**src/rtl/key_conditioner.sv**
```systemverilog
// key_conditioner
//   Turns the four raw active-low KEY pushbuttons into clean one-cycle command
//   pulses for the menu/EQ control FSM. Each key has a 2-flop synchronizer, a
//   counter debounce and a press-edge detector. At most one command pulse is
//   high in any cycle.
//
//   Optional feature (macro KEY_AUTOREPEAT_EN): hold-to-repeat on up/down.
//   Without the macro there is no repeat logic and each debounced press gives
//   exactly one pulse.
//
// Ports
//   i_clk     BCLK domain clock
//   i_rst     synchronous reset, active-high
//   i_key_n   raw KEY[3:0], active-low, async: [3]=select [2]=back [1]=up [0]=down
//   o_select  one-cycle press pulse
//   o_back    one-cycle press pulse
//   o_up      one-cycle press / repeat pulse
//   o_down    one-cycle press / repeat pulse
//   o_held    debounced level per key, 1 = pressed, same bit order as i_key_n
//
// Handshake: none. Outputs are registered level/pulse signals and have no
// backpressure; a command pulse that loses arbitration is dropped.
module key_conditioner #(
    parameter int DEBOUNCE_CYC  = 250000,
    parameter int REPEAT_DELAY  = 6000000,
    parameter int REPEAT_PERIOD = 1200000
) (
    input  logic       i_clk,
    input  logic       i_rst,
    input  logic [3:0] i_key_n,
    output logic       o_select,
    output logic       o_back,
    output logic       o_up,
    output logic       o_down,
    output logic [3:0] o_held
);

    localparam int            DW      = $clog2(DEBOUNCE_CYC + 1);
    localparam logic [DW-1:0] DB_LAST = DW'(DEBOUNCE_CYC);

    logic [3:0]    sync1_n;
    logic [3:0]    sync2_n;
    logic [3:0]    s;
    logic [3:0]    stable;
    logic [DW-1:0] cnt [4];
    logic [3:0]    accept;
    logic [3:0]    press;
    logic [3:0]    release_ev;
    logic [1:0]    rep;
    logic [3:0]    ev;

    // Synchronized level, 1 = pressed.
    assign s      = ~sync2_n;
    assign o_held = stable;

    // A new level is accepted on the edge after the counter has seen it
    // differ from the stable level for DEBOUNCE_CYC consecutive samples.
    always_comb begin
        for (int i = 0; i < 4; i++) begin
            accept[i] = (s[i] != stable[i]) && (cnt[i] == DB_LAST);
        end
        press      = accept & s;
        release_ev = accept & ~s;
        ev         = press | {2'b00, rep};
    end

    always_ff @(posedge i_clk) begin
        if (i_rst) begin
            sync1_n <= 4'hF;
            sync2_n <= 4'hF;
            stable  <= 4'h0;
            for (int i = 0; i < 4; i++) begin
                cnt[i] <= '0;
            end
            o_select <= 1'b0;
            o_back   <= 1'b0;
            o_up     <= 1'b0;
            o_down   <= 1'b0;
        end else begin
            sync1_n <= i_key_n;
            sync2_n <= sync1_n;
            for (int i = 0; i < 4; i++) begin
                if (s[i] == stable[i]) begin
                    cnt[i] <= '0;
                end else if (accept[i]) begin
                    stable[i] <= s[i];
                    cnt[i]    <= '0;
                end else begin
                    cnt[i] <= cnt[i] + 1'b1;
                end
            end
            // Fixed priority back > select > up > down; losers are dropped.
            o_back   <= ev[2];
            o_select <= ev[3] & ~ev[2];
            o_up     <= ev[1] & ~(|ev[3:2]);
            o_down   <= ev[0] & ~(|ev[3:1]);
        end
    end

`ifdef KEY_AUTOREPEAT_EN
    localparam int            RW     = $clog2(REPEAT_DELAY + 1);
    localparam logic [RW-1:0] R_FIRE = RW'(REPEAT_DELAY - 1);
    localparam logic [RW-1:0] R_LOAD = RW'(REPEAT_DELAY - REPEAT_PERIOD);

    // rcnt[0] = down, rcnt[1] = up. The repeat fires on the edge where rcnt
    // would step to REPEAT_DELAY; the reload keeps it below that, so the
    // next repeat lands REPEAT_PERIOD cycles later and it never wraps.
    logic [RW-1:0] rcnt [2];

    always_comb begin
        for (int i = 0; i < 2; i++) begin
            rep[i] = stable[i] && !release_ev[i] && (rcnt[i] == R_FIRE);
        end
        // With both held, only up repeats.
        rep[0] = rep[0] & ~stable[1];
    end

    always_ff @(posedge i_clk) begin
        for (int i = 0; i < 2; i++) begin
            if (i_rst || !stable[i] || press[i] || (i == 0 && stable[1])) begin
                rcnt[i] <= '0;
            end else if (rep[i]) begin
                rcnt[i] <= R_LOAD;
            end else begin
                rcnt[i] <= rcnt[i] + 1'b1;
            end
        end
    end
`else
    logic unused_repeat_cfg;

    assign rep               = 2'b00;
    assign unused_repeat_cfg = ^{REPEAT_DELAY, REPEAT_PERIOD};
`endif

endmodule

```
**config.mk**
```make
export PLATFORM = sky130hd
export DESIGN_NAME = key_conditioner
export DESIGN_NICKNAME = d
export VERILOG_FILES = /design/src/rtl/key_conditioner.sv
export SDC_FILE = /design/constraint.sdc
export NUM_CORES = 1
export LEC_CHECK = 0
export ABC_AREA = 1
export CAP_MARGIN = 5
export CORE_MARGIN = 3
export CORE_UTILIZATION = 45
export DETAILED_ROUTE_END_ITERATION = 10
export PLACE_DENSITY_LB_ADDON = 0.15
export SLEW_MARGIN = 5
export SYNTH_ARGS = -nofsm -noshare
export SYNTH_HDL_FRONTEND = slang
export SYNTH_SLANG_ARGS = --single-unit
```
**constraint.sdc**
```tcl
create_clock -name i_clk -period 2 [get_ports i_clk]
set_input_delay 0.3 -clock i_clk [delete_from_list [all_inputs] [get_ports i_clk]]
set_output_delay 0.3 -clock i_clk [all_outputs]
set_load 0.05 [all_outputs]
```
# After elaboration in Yosys (flattened, before gate mapping)
# Memories as Yosys holds them, arrays and structs flattened.
# Cells that the tools add are included.
word_totals:
  out_inout_bits: 8
  elab_cells: 119
  ramBits: 72
  n_memories: 1
  ff_bits: 16
mem_list:
  columns: ["name", "words", "width", "rd", "rd_ports_with_merged_regs", "write_ports", "line_no", "source"]
  rows:
  - ["cnt", 4, 18, 4, 0, 4, "45", "logic [DW-1:0] cnt [4];"]
op_classes:
  mux: 58
  eq_ne: 12
  bitwise_logic: 24
  addsub: 4
  reduce_logical: 10
ops:
  columns: ["operator", "count"]
  rows:
  - ["2-to-1 mux 18 bit", 12]
  - ["adder 18 x 1 -> 18 bit (second input constant)", 4]
  - ["equality test 18 bit (second input constant)", 4]
  - ["2-to-1 mux 1 bit", 46]
  - ["bitwise OR 1 bit", 12]
  - ["AND reduction 2 bit", 4]
  - ["inverter 1 bit", 7]
  - ["bitwise AND 4 bit", 1]
  - ["equality test 1 bit", 4]
  - ["logical AND 1 bit", 4]
  - ["inequality test 1 bit", 4]
  - ["inverter 4 bit", 1]
  - ["bitwise AND 1 bit", 3]
  - ["OR reduction 3 bit", 1]
  - ["OR reduction 2 bit", 1]

# Logic depth before layout (Yosys ltp)
# Gate-level depths: netlist (run 1).
depth:
  ltp_word: 9
  depth_mapped: 10

# Least setup slack after synthesis (run 1)
# OpenSTA, ideal clock, no wires.
synth_timing:
  kind: "register to register"
  from: "memory cnt[2][0] (netlist name)"
  to: "memory cnt[2][13] (netlist name), data pin"
  path_buffers: 1
  setup_slack_ns: 0.370
  stages_incl_launch_ff: 11
  synth_period_minus_slack_ns: 1.630
  arrival_time_ns: 1.376
  cell_sequence: "edfxtp_1 > inv_1 > ha_1 > nand2_1 > inv_1 > nand2_1 > nor2_1 > nand3_2 > nand3_4 > buf_6 > nor2_1"
synth_lines:
  columns: ["element", "line_no"]
  rows:
  - ["start: declaration", "45"]

# Worst setup path after layout (run 1)
layout_timing:
  from: "register stable[3] (netlist: o_held[3])"
  to: "output port o_held[3]"
layout_lines:
  columns: ["element", "line_no", "source"]
  rows:
  - ["start: declaration", "44", "logic [3:0] stable;"]
  - ["start signal: indexed assignment", "86", "stable[i] <= s[i];"]
  - ["end: declaration", "35", "output logic [3:0] o_held"]
# No word-level cell between the ends.

==> results of run 1 <==
routing by layer:
layer | share of wire | wire length, um | vias up | track usage
li1 | - | - | 2106 | -
met1 | 0.51 | 4650 | 1763 | 0.212
met2 | 0.45 | 4150 | 52 | 0.250
met3 | 0.028 | 258 | 12 | 0.0304
met4 | 0.016 | 149 | 0 | 0.0535
met5 | 0 | 0 | - | 0
Yosys cell counts, drive strengths merged, types with 3 or more instances:
| library cell | instances |
|---|---|
| nand3 | 39 |
| edfxtp | 72 |
| ha | 8 |
| dfxtp | 16 |
| xor2 | 20 |
| nand2 | 137 |
| inv | 69 |
| nor2 | 139 |
| xnor2 | 12 |
| buf | 4 |
| or2 | 17 |
| a21oi | 34 |
| o21ai | 11 |
| nand3b | 5 |
| nand4 | 13 |
| a31oi | 3 |
| nor3 | 11 |
cell usage in the layout (no fill, tap or decap), types with 4 or more instances in the layout:
master / netlist / layout
clkbuf_8: 0 / 9
ha_1: 8 / 8
nor3_1: 8 / 8
or2_2: 12 / 12
xor2_1: 20 / 20
dfxtp_1: 16 / 16
a21oi_1: 34 / 34
nor2_1: 134 / 134
xnor2_1: 12 / 12
nand2_1: 134 / 134
o21ai_0: 10 / 10
conb_1: 1 / 72
inv_1: 69 / 69
nand4_1: 13 / 13
clkdlybuf4s50_1: 0 / 13
edfxtp_1: 72 / 72
or2_0: 5 / 5
nand3b_1: 4 / 4
nand3_1: 34 / 34
nand3_2: 4 / 4
cell type report:
| type | count | area [sq um] | area share |
|---|---|---|---|
| repair buffers | 16 | 153 | 0.0263 |
| flip-flops and latches | 88 | 2480 | 0.427 |
| inverters | 69 | 259 | 0.0446 |
| clock inverters | 5 | 57.6 | 0.00991 |
| multi-input cells | 522 | 2510 | 0.432 |
| well taps | 136 | 170 | 0.0293 |
| clock buffers | 11 | 174 | 0.0300 |
path summary, 6_finish.rpt:
check                           depth (start not counted)        from  slack [ps]    endpoint
worst max-delay path                                    1   o_held[3]          60   o_held[3]
worst min-delay path                                    1  sync1_n[0]         400  sync2_n[0]
worst max register to register                          9   cnt[2][0]         250  cnt[2][13]
worst min register to register                          1  sync1_n[0]         400  sync2_n[0]
where the power goes:
group	leakage, nW	switching [mW]	internal, mW
registers	0.874	0.0693	2.05
clock network	0.117	0.684	0.733
logic	1.30	0.124	0.0714
per-stage QoR:
step	power (mW)	cell area, sq um	setup WS, ps
floorplan	2.30	5300	370
global placement	2.35	5580	290
detailed placement	2.35	5580	238
CTS	3.77	5810	32.5
global route	3.89	5810	12.4
finish	3.73	5810	62.4
sequential cells by signal, summed over array words and instances, names as in the netlist:
signal and cells:
cnt 72, o_held 4, sync1_n 4, sync2_n 4
o_back 1, o_down 1, o_select 1, o_up 1
cell families after synthesis:
group / count (synthesis) / share of synthesized area
and+or+nand+nor: 361 / 0.317
adders and majority gates: 8 / 0.0199
DFF: 88 / 0.493
AOI/OAI and AO/OA: 49 / 0.0522
other: 1 / 0.000745
xor gates and xnor gates: 32 / 0.0557
buffers and inverters: 74 / 0.0611
==> impl_metrics.json, run 1 <==
{
  "outcome": "complete, no violations",
  "fin_hold_ws_ps": 401,
  "synthCells": 613,
  "syn_area_sq_um": 5030,
  "path_clk_slew_ps": 100,
  "finClkSkew_ps": 13.1,
  "grt_use_total": 0.156,
  "yosysUniqueCellTypes": 30,
  "drtIter0Drc": 274,
  "synth_flop_cell": "edfxtp_1",
  "fin_nets": 720,
  "clock.fmax_ghz": 0.516,
  "cp-end-kind": "primary output",
  "first_pass_iters": 4,
  "synth.yosys.seq_area_share": 0.493,
  "die_h_um": 112,
  "critPathRequiredTime_ps": 1700,
  "synth_top_area_frac": 0.429,
  "fin_cells": 847,
  "viasPerCell": 4.64,
  "startpoint_type": "register",
  "routed_wl_um": 9210,
  "fin_tns_setup_ps": 0,
  "cts.htree.levels": 3,
  "maxSlewHeadroom": 0.667,
  "die_x_um": 112,
  "cts_buffers": 9,
  "final_layout_size_suffix_gt1_frac": 0.0689,
  "clockRootBuffer": "clkbuf_8",
  "pin_count": 14,
  "ctsHoldBuffers": 0,
  "place_congestion": 0.836,
  "antenna_found_initial": 0,
  "dp.cells": 831,
  "tightest_slew_ps": 498,
  "setup_viol": 0,
  "critPathBufInv": 1,
  "die_area_sq_um": 12500,
  "synth_seq_cells": 88,
  "hpwl_um": 7030,
  "drv_slew": 0,
  "layout-area-overhead-vs-synth_pct": 15.3,
  "maxCapViolations": 0,
  "cts_tree": "yes",
  "io_buffer_count": 13,
  "crit_type": "register to primary output",
  "postSynthAreaPerCell_sq_um": 8.21,
  "cp_top_family": "buffers and inverters",
  "clock_latency_ps": 370,
  "initial_core_util": 0.475,
  "post_cts_buffers": 0,
  "hold_violations": 0,
  "async_reset_ff_frac": 0,
  "critPathMaxFanout": 4,
  "post-route-drc-count": 0,
  "synth_edf_count": 72,
  "rsz0062_at_grt": "false",
  "p_leak_nw": 2.29,
  "ir_worst_vdd_v": 0.000366,
  "yosysTopAreaCell": "edfxtp_1",
  "critPathArrivalTime_ps": 1640,
  "grt_remaining_overflow": 0,
  "min_path_type": "register to register",
  "post-route-util": 0.548,
  "cp_slowest_stage_delay_ps": 840,
  "synth.area.top_cells": "edfxtp_1 (43%), nand2_1 (10%), nor2_1 (10%), dfxtp_1 (6.4%), inv_1 (5.1%)",
  "path_cells": "clkdlybuf4s50_1",
  "post_cts_resized": 0,
  "antenna_cells": 0,
  "critical-path-slowest-cell": "clkdlybuf4s50_1",
  "period_share": 0.969,
  "grt_max_degree": 19,
  "fp-row-count": 37,
  "num_vias": 3933,
  "cts_max_path_buffers": 2,
  "fin_crit_ps": 1940,
  "grt_pass1_vias": 3690,
  "wire_per_inst_um": 10.9,
  "cts.sinks": 88,
  "ys_warn_count": 0,
  "drtAntennaViolNets": 0,
  "power.density_nw_per_um2": 642,
  "grt_first_pass_wirelength_um": 16200,
  "coreArea_sq_um": 10600,
  "fillCellCount": 992
}
(Power assumes the default switching activity.)
==> run 2, diff against run 1 <==
--- a/config.mk
+++ b/config.mk
@@ -8,7 +8,7 @@
 export ABC_AREA = 1
 export CAP_MARGIN = 5
 export CORE_MARGIN = 3
-export CORE_UTILIZATION = 45
+export CORE_UTILIZATION = 40
 export DETAILED_ROUTE_END_ITERATION = 10
 export PLACE_DENSITY_LB_ADDON = 0.15
 export SLEW_MARGIN = 5
==> constraint.sdc (replaced) <==
create_clock -name i_clk -period 1.57 [get_ports i_clk]
set_input_delay 0.2355 -clock i_clk [delete_from_list [all_inputs] [get_ports i_clk]]
set_output_delay 0.2355 -clock i_clk [all_outputs]
set_load 0.05 [all_outputs]
==> impl_metrics.json, run 2 (synthesis gave the netlist of run 1 again) <==
{
  "io_buffer_count": 13,
  "fin_crit_ps": 1630,
  "cts_buffers": 9,
  "post-route-drc-count": 0,
  "ir_worst_vdd_v": 0.000779,
  "fin_tns_setup_ps": -975,
  "cts_max_path_buffers": 2,
  "p_leak_nw": 2.79,
  "coreArea_sq_um": 12200,
  "finClkSkew_ps": 8.07,
  "num_vias": 4327,
  "ctsHoldBuffers": 0,
  "p_int_mw": 4.34,
  "cp-end-kind": "register",
  "pin_count": 14,
  "antenna_found_initial": 0,
  "initial_core_util": 0.414,
  "largest_reg_flops": 72,
  "die_x_um": 118,
  "power.density_nw_per_um2": 796,
  "outcome": "finished, violations left",
  "drtIter0Drc": 265,
  "period_share": 1.04,
  "path_clk_slew_ps": 60,
  "grt_remaining_overflow": 0,
  "rsz0062_at_grt": "true",
  "routed_wl_um": 11400,
  "p_sw_mw": 1.19,
  "clock_latency_ps": 340,
  "maxSlewHeadroom": 0.599,
  "final_layout_size_suffix_gt1_frac": 0.260,
  "fp-row-count": 40,
  "min_path_type": "register to register",
  "post-route-util": 0.571,
  "power_frac_clock": 0.439,
  "cts.sinks": 88,
  "critPathRequiredTime_ps": 1670,
  "crit_type": "register to register",
  "tightest_slew_ps": 599,
  "fin_area_sq_um": 6950,
  "fillCellCount": 1104,
  "drtAntennaViolNets": 0,
  "clockRootBuffer": "clkbuf_16",
  "final_common_cell": "nand2_1",
  "antenna_cells": 0,
  "die_area_sq_um": 14000,
  "hpwl_um": 7660,
  "layout_common_cells": "nand2_1 (126), nor2_1 (108), edfxtp_1 (72), conb_1 (72), buf_4 (69)",
  "layout-area-overhead-vs-synth_pct": 38.0,
  "grt_pass1_vias": 4018,
  "grt_max_degree": 19,
  "first_pass_iters": 4,
  "wire_per_inst_um": 12.0,
  "drv_slew": 0,
  "critPathArrivalTime_ps": 1730,
  "max_flop_register": "cnt",
  "hold_violations": 0,
  "cts.htree.levels": 3,
  "regArea_sq_um": 2480,
  "p_total_mw": 5.53,
  "finalWorstSetupSlack_ps": -64.5,
  "maxCapViolations": 0,
  "viasPerCell": 4.55,
  "fin_nets": 791,
  "place_congestion": 0.877,
  "pwr-share-comb": 0.074,
  "grt_use_total": 0.158,
  "critPathMaxFanout": 5,
  "cts_tree": "yes",
  "setup_viol": 31,
  "place_area_sq_um": 6020,
  "grt_first_pass_wirelength_um": 18200,
  "seqPwrFrac": 0.486,
  "violations": "setup timing",
  "clock.fmax_ghz": 0.612,
  "die_h_um": 118,
  "startpoint_type": "register",
  "power_switching_share": 0.215,
  "multi_input_area_sq_um": 2940
}
[run 2: routing by layer]
layer	vias up	part of all wire	track usage
met5	-	0	0
met4	0	0.024	0.0667
met3	21	0.033	0.0287
met2	69	0.47	0.245
met1	1967	0.47	0.217
li1	2270	-	-
[run 2: area by class of cell]
cell class,count,share of cell area
Clock inverter,4,0.0135
Sequential cell,88,0.357
Inverter,69,0.0373
Multi-Input combinational cell,526,0.423
Tap cell,168,0.0303
Clock buffer,12,0.0340
Timing Repair Buffer,83,0.104
[run 2: power by group through the flow]
stage	sequential [mW]	clock [mW]	combinational (mW)
after floorplan	2.73	0	0.200
after global placement	2.73	0	0.318
after detailed placement	2.74	0	0.321
after CTS	2.69	2.49	0.339
after global routing	2.70	2.61	0.462
final	2.69	2.43	0.410
[run 2: path summary, 6_finish.rpt]
kind	start	endpoint	slack, ps	cells after the start
hold reg to reg	sync1_n[0]	sync2_n[0]	410	1
setup reg to reg	cnt[0][0]	cnt[0][3]	-60	8
hold / removal	sync1_n[0]	sync2_n[0]	410	1
setup / recovery	cnt[0][0]	cnt[0][3]	-60	8
[run 2: through the flow]
step	worst slack (ps)	hold WS, ps	cells
CTS	-27.4	409	936
finish	-64.5	408	950
global placement	5.03	399	914
global route	-141	431	950
floorplan	6.87	339	684
detailed placement	-39.6	395	914
[run 2: what timing repair did]
item | CTS | global route
endpoints found under the setup margin | 52 | 78
gates cloned | 3 | 4
pin swaps | 1 | 21
gates resized for setup | 7 | 98
setup buffers | 3 | 10
[run 2: critical path, stage by stage (launching register included)]
cell	delay [ps]
edfxtp_1	440
inv_2	120
ha_4	150
nand2_4	50
nor3_4	150
nand3_2	130
nand2_4	160
clkbuf_16	170
nor2_1	40
==> run 3, diff against run 2 <==
--- a/config.mk
+++ b/config.mk
@@ -8,7 +8,7 @@
 export ABC_AREA = 1
 export CAP_MARGIN = 5
 export CORE_MARGIN = 3
-export CORE_UTILIZATION = 40
+export CORE_UTILIZATION = 56
 export DETAILED_ROUTE_END_ITERATION = 10
 export PLACE_DENSITY_LB_ADDON = 0.15
 export SLEW_MARGIN = 5
==> impl_metrics.json, run 3 (synthesis gave the netlist of run 1 again) <==
{
  "outcome": "finished, violations left",
  "violations": "setup timing",
  "min_path_type": "register to register",
  "r2r-end": "cnt[2][4]",
  "finalWorstSetupSlack_ps": -51.2,
  "hold_violations": 0,
  "cp.depth": 9,
  "cts.htree.levels": 3,
  "maxSlewHeadroom": 0.595,
  "initial_core_util": 0.595,
  "final_common_cell": "nand2_1",
  "coreArea_sq_um": 8460,
  "critPathBufInv": 2,
  "hpwl_um": 7420,
  "critPathMaxFanout": 5,
  "setup_viol": 49,
  "period_share": 1.03,
  "post-route-util": 0.777,
  "drv_slew": 0,
  "die_h_um": 101,
  "rr_worst_depth": 9,
  "grt_use_total": 0.212,
  "cts.sinks": 88,
  "layout_common_cells": "nand2_1 (128), nor2_1 (97), edfxtp_1 (72), conb_1 (72), inv_1 (62)",
  "viasPerCell": 5.04,
  "fp-row-count": 33,
  "min_to": "sync2_n[3]",
  "num_vias": 4417,
  "antenna_cells": 0,
  "final_layout_size_suffix_gt1_frac": 0.252,
  "max_flop_register": "cnt",
  "cp_slowest_stage_delay_ps": 450,
  "maxCapViolations": 0,
  "fin_tns_setup_ps": -978,
  "path_clk_slew_ps": 90,
  "grt_pass1_vias": 4143,
  "place_congestion": 0.910,
  "clockRootBuffer": "clkbuf_8",
  "drtIter0Drc": 158,
  "drtAntennaViolNets": 0,
  "rsz0062_at_grt": "true",
  "cts_tree": "yes",
  "die_area_sq_um": 10200,
  "layout-area-overhead-vs-synth_pct": 30.6,
  "fin_hold_ws_ps": 423,
  "grt_remaining_overflow": 0,
  "antenna_found_initial": 0,
  "post-route-drc-count": 0,
  "fin_nets": 780,
  "pin_count": 14,
  "clock.fmax_ghz": 0.617,
  "ir_worst_vdd_v": 0.000467,
  "clock_latency_ps": 360,
  "cts_buffers": 9,
  "hold-path-cell-count": 1,
  "critPathArrivalTime_ps": 1730,
  "min_from": "sync1_n[3]",
  "critical-path-slowest-cell": "edfxtp_1",
  "fin_crit_ps": 1620,
  "reg2reg_from": "cnt[2][1]",
  "cp_top_family": "simple AND/OR/NAND/NOR gates",
  "p_leak_nw": 2.62,
  "io_buffer_count": 13,
  "first_pass_iters": 5,
  "die_x_um": 101,
  "fin_area_sq_um": 6580,
  "wire_per_inst_um": 12.8,
  "routed_wl_um": 11200,
  "path_cells": "inv_2 > ha_4 > nand2_2 > inv_2 > nand2_2 > nor2_4 > nand3_4 > nand3_4 > a21oi_2",
  "grt_first_pass_wirelength_um": 17500,
  "regToRegSetupSlack_ps": -50,
  "cp-end-kind": "register",
  "startpoint_type": "register",
  "crit_type": "register to register",
  "critPathRequiredTime_ps": 1680,
  "fillCellCount": 556,
  "grt_max_degree": 19,
  "place_area_sq_um": 5890,
  "largest_reg_flops": 72,
  "tightest_slew_ps": 604,
  "power.density_nw_per_um2": 677,
  "cts_max_path_buffers": 2,
  "finClkSkew_ps": 11.6
}
## run 3: cell types whose count changed in the layout (fill, tap and decap cells not counted), moves of 2 or more
cell / change
a21oi_1: +6
a21oi_2: -5
buf_4: -9
bufinv_16: -3
clkbuf_16: -10
clkbuf_8: +9
clkinv_2: +4
nand2_1: +2
nand2_2: -2
nor2_1: -11
nor2_2: +10
## run 3: worst reg2reg max path: cells and delay by family, from the launching register on
kind	cells	cell delay, ps
AOI/OAI and AO/OA	1	40
buffers and inverters	2	160
and+or+nand+nor	5	610
adders and majority gates	1	130
DFF	1	450
## run 3: stage by stage
step / setup slack [ps] / power, mW / instances
floorplan: 6.87 / 2.93 / 684
global placement: 13.5 / 3.04 / 844
CTS: -22.7 / 4.38 / 864
global route: -131 / 4.60 / 876
finish: -51.2 / 4.45 / 876
detailed placement: -89.5 / 3.05 / 844
## run 3: area by class of cell
class                           instances  area, sq um  share of cell area
Clock buffer                           11          131              0.0200
Clock inverter                          5         23.8             0.00361
Sequential cell                        88         2480               0.377
Inverter                               69          259              0.0394
Timing Repair Buffer                   72          619              0.0942
Tap cell                              105          131              0.0200
Multi-Input combinational cell        526         2930               0.446
## run 3: timing repair
action / 4_1_cts / 5_1_grt
pin swaps: 3 / 17
setup endpoints to repair: 46 / 78
gates cloned: 2 / 4
hold buffers: 0 / 0
gates resized for setup: 15 / 90
buffers inserted: 2 / 8
hold endpoints to repair: 0 / 0
## run 3: power breakdown
part	internal, mW	total, mW	switching [mW]
logic	0.166	0.404	0.238
registers	2.61	2.69	0.0802
clock network	0.562	1.36	0.796
total	3.34	4.45	1.11
## run 3: worst max path at each step
stage,start,to,slack [ps]
global route,cnt[2][0],o_down,-130
finish,cnt[2][1],cnt[2][4],-50
detailed placement,i_rst,cnt[1][14],-90
global placement,cnt[1][0],cnt[1][13],10
floorplan,cnt[2][0],cnt[2][13],7
CTS,cnt[0][1],cnt[0][9],-20
## run 3: per-layer routing
metal | vias to the layer above | part of all wire | GRT usage
met4 | 0 | 0.012 | 0.0694
met1 | 2066 | 0.44 | 0.278
met2 | 94 | 0.50 | 0.361
met3 | 14 | 0.043 | 0.0318
met5 | - | 0 | 0
li1 | 2243 | - | -
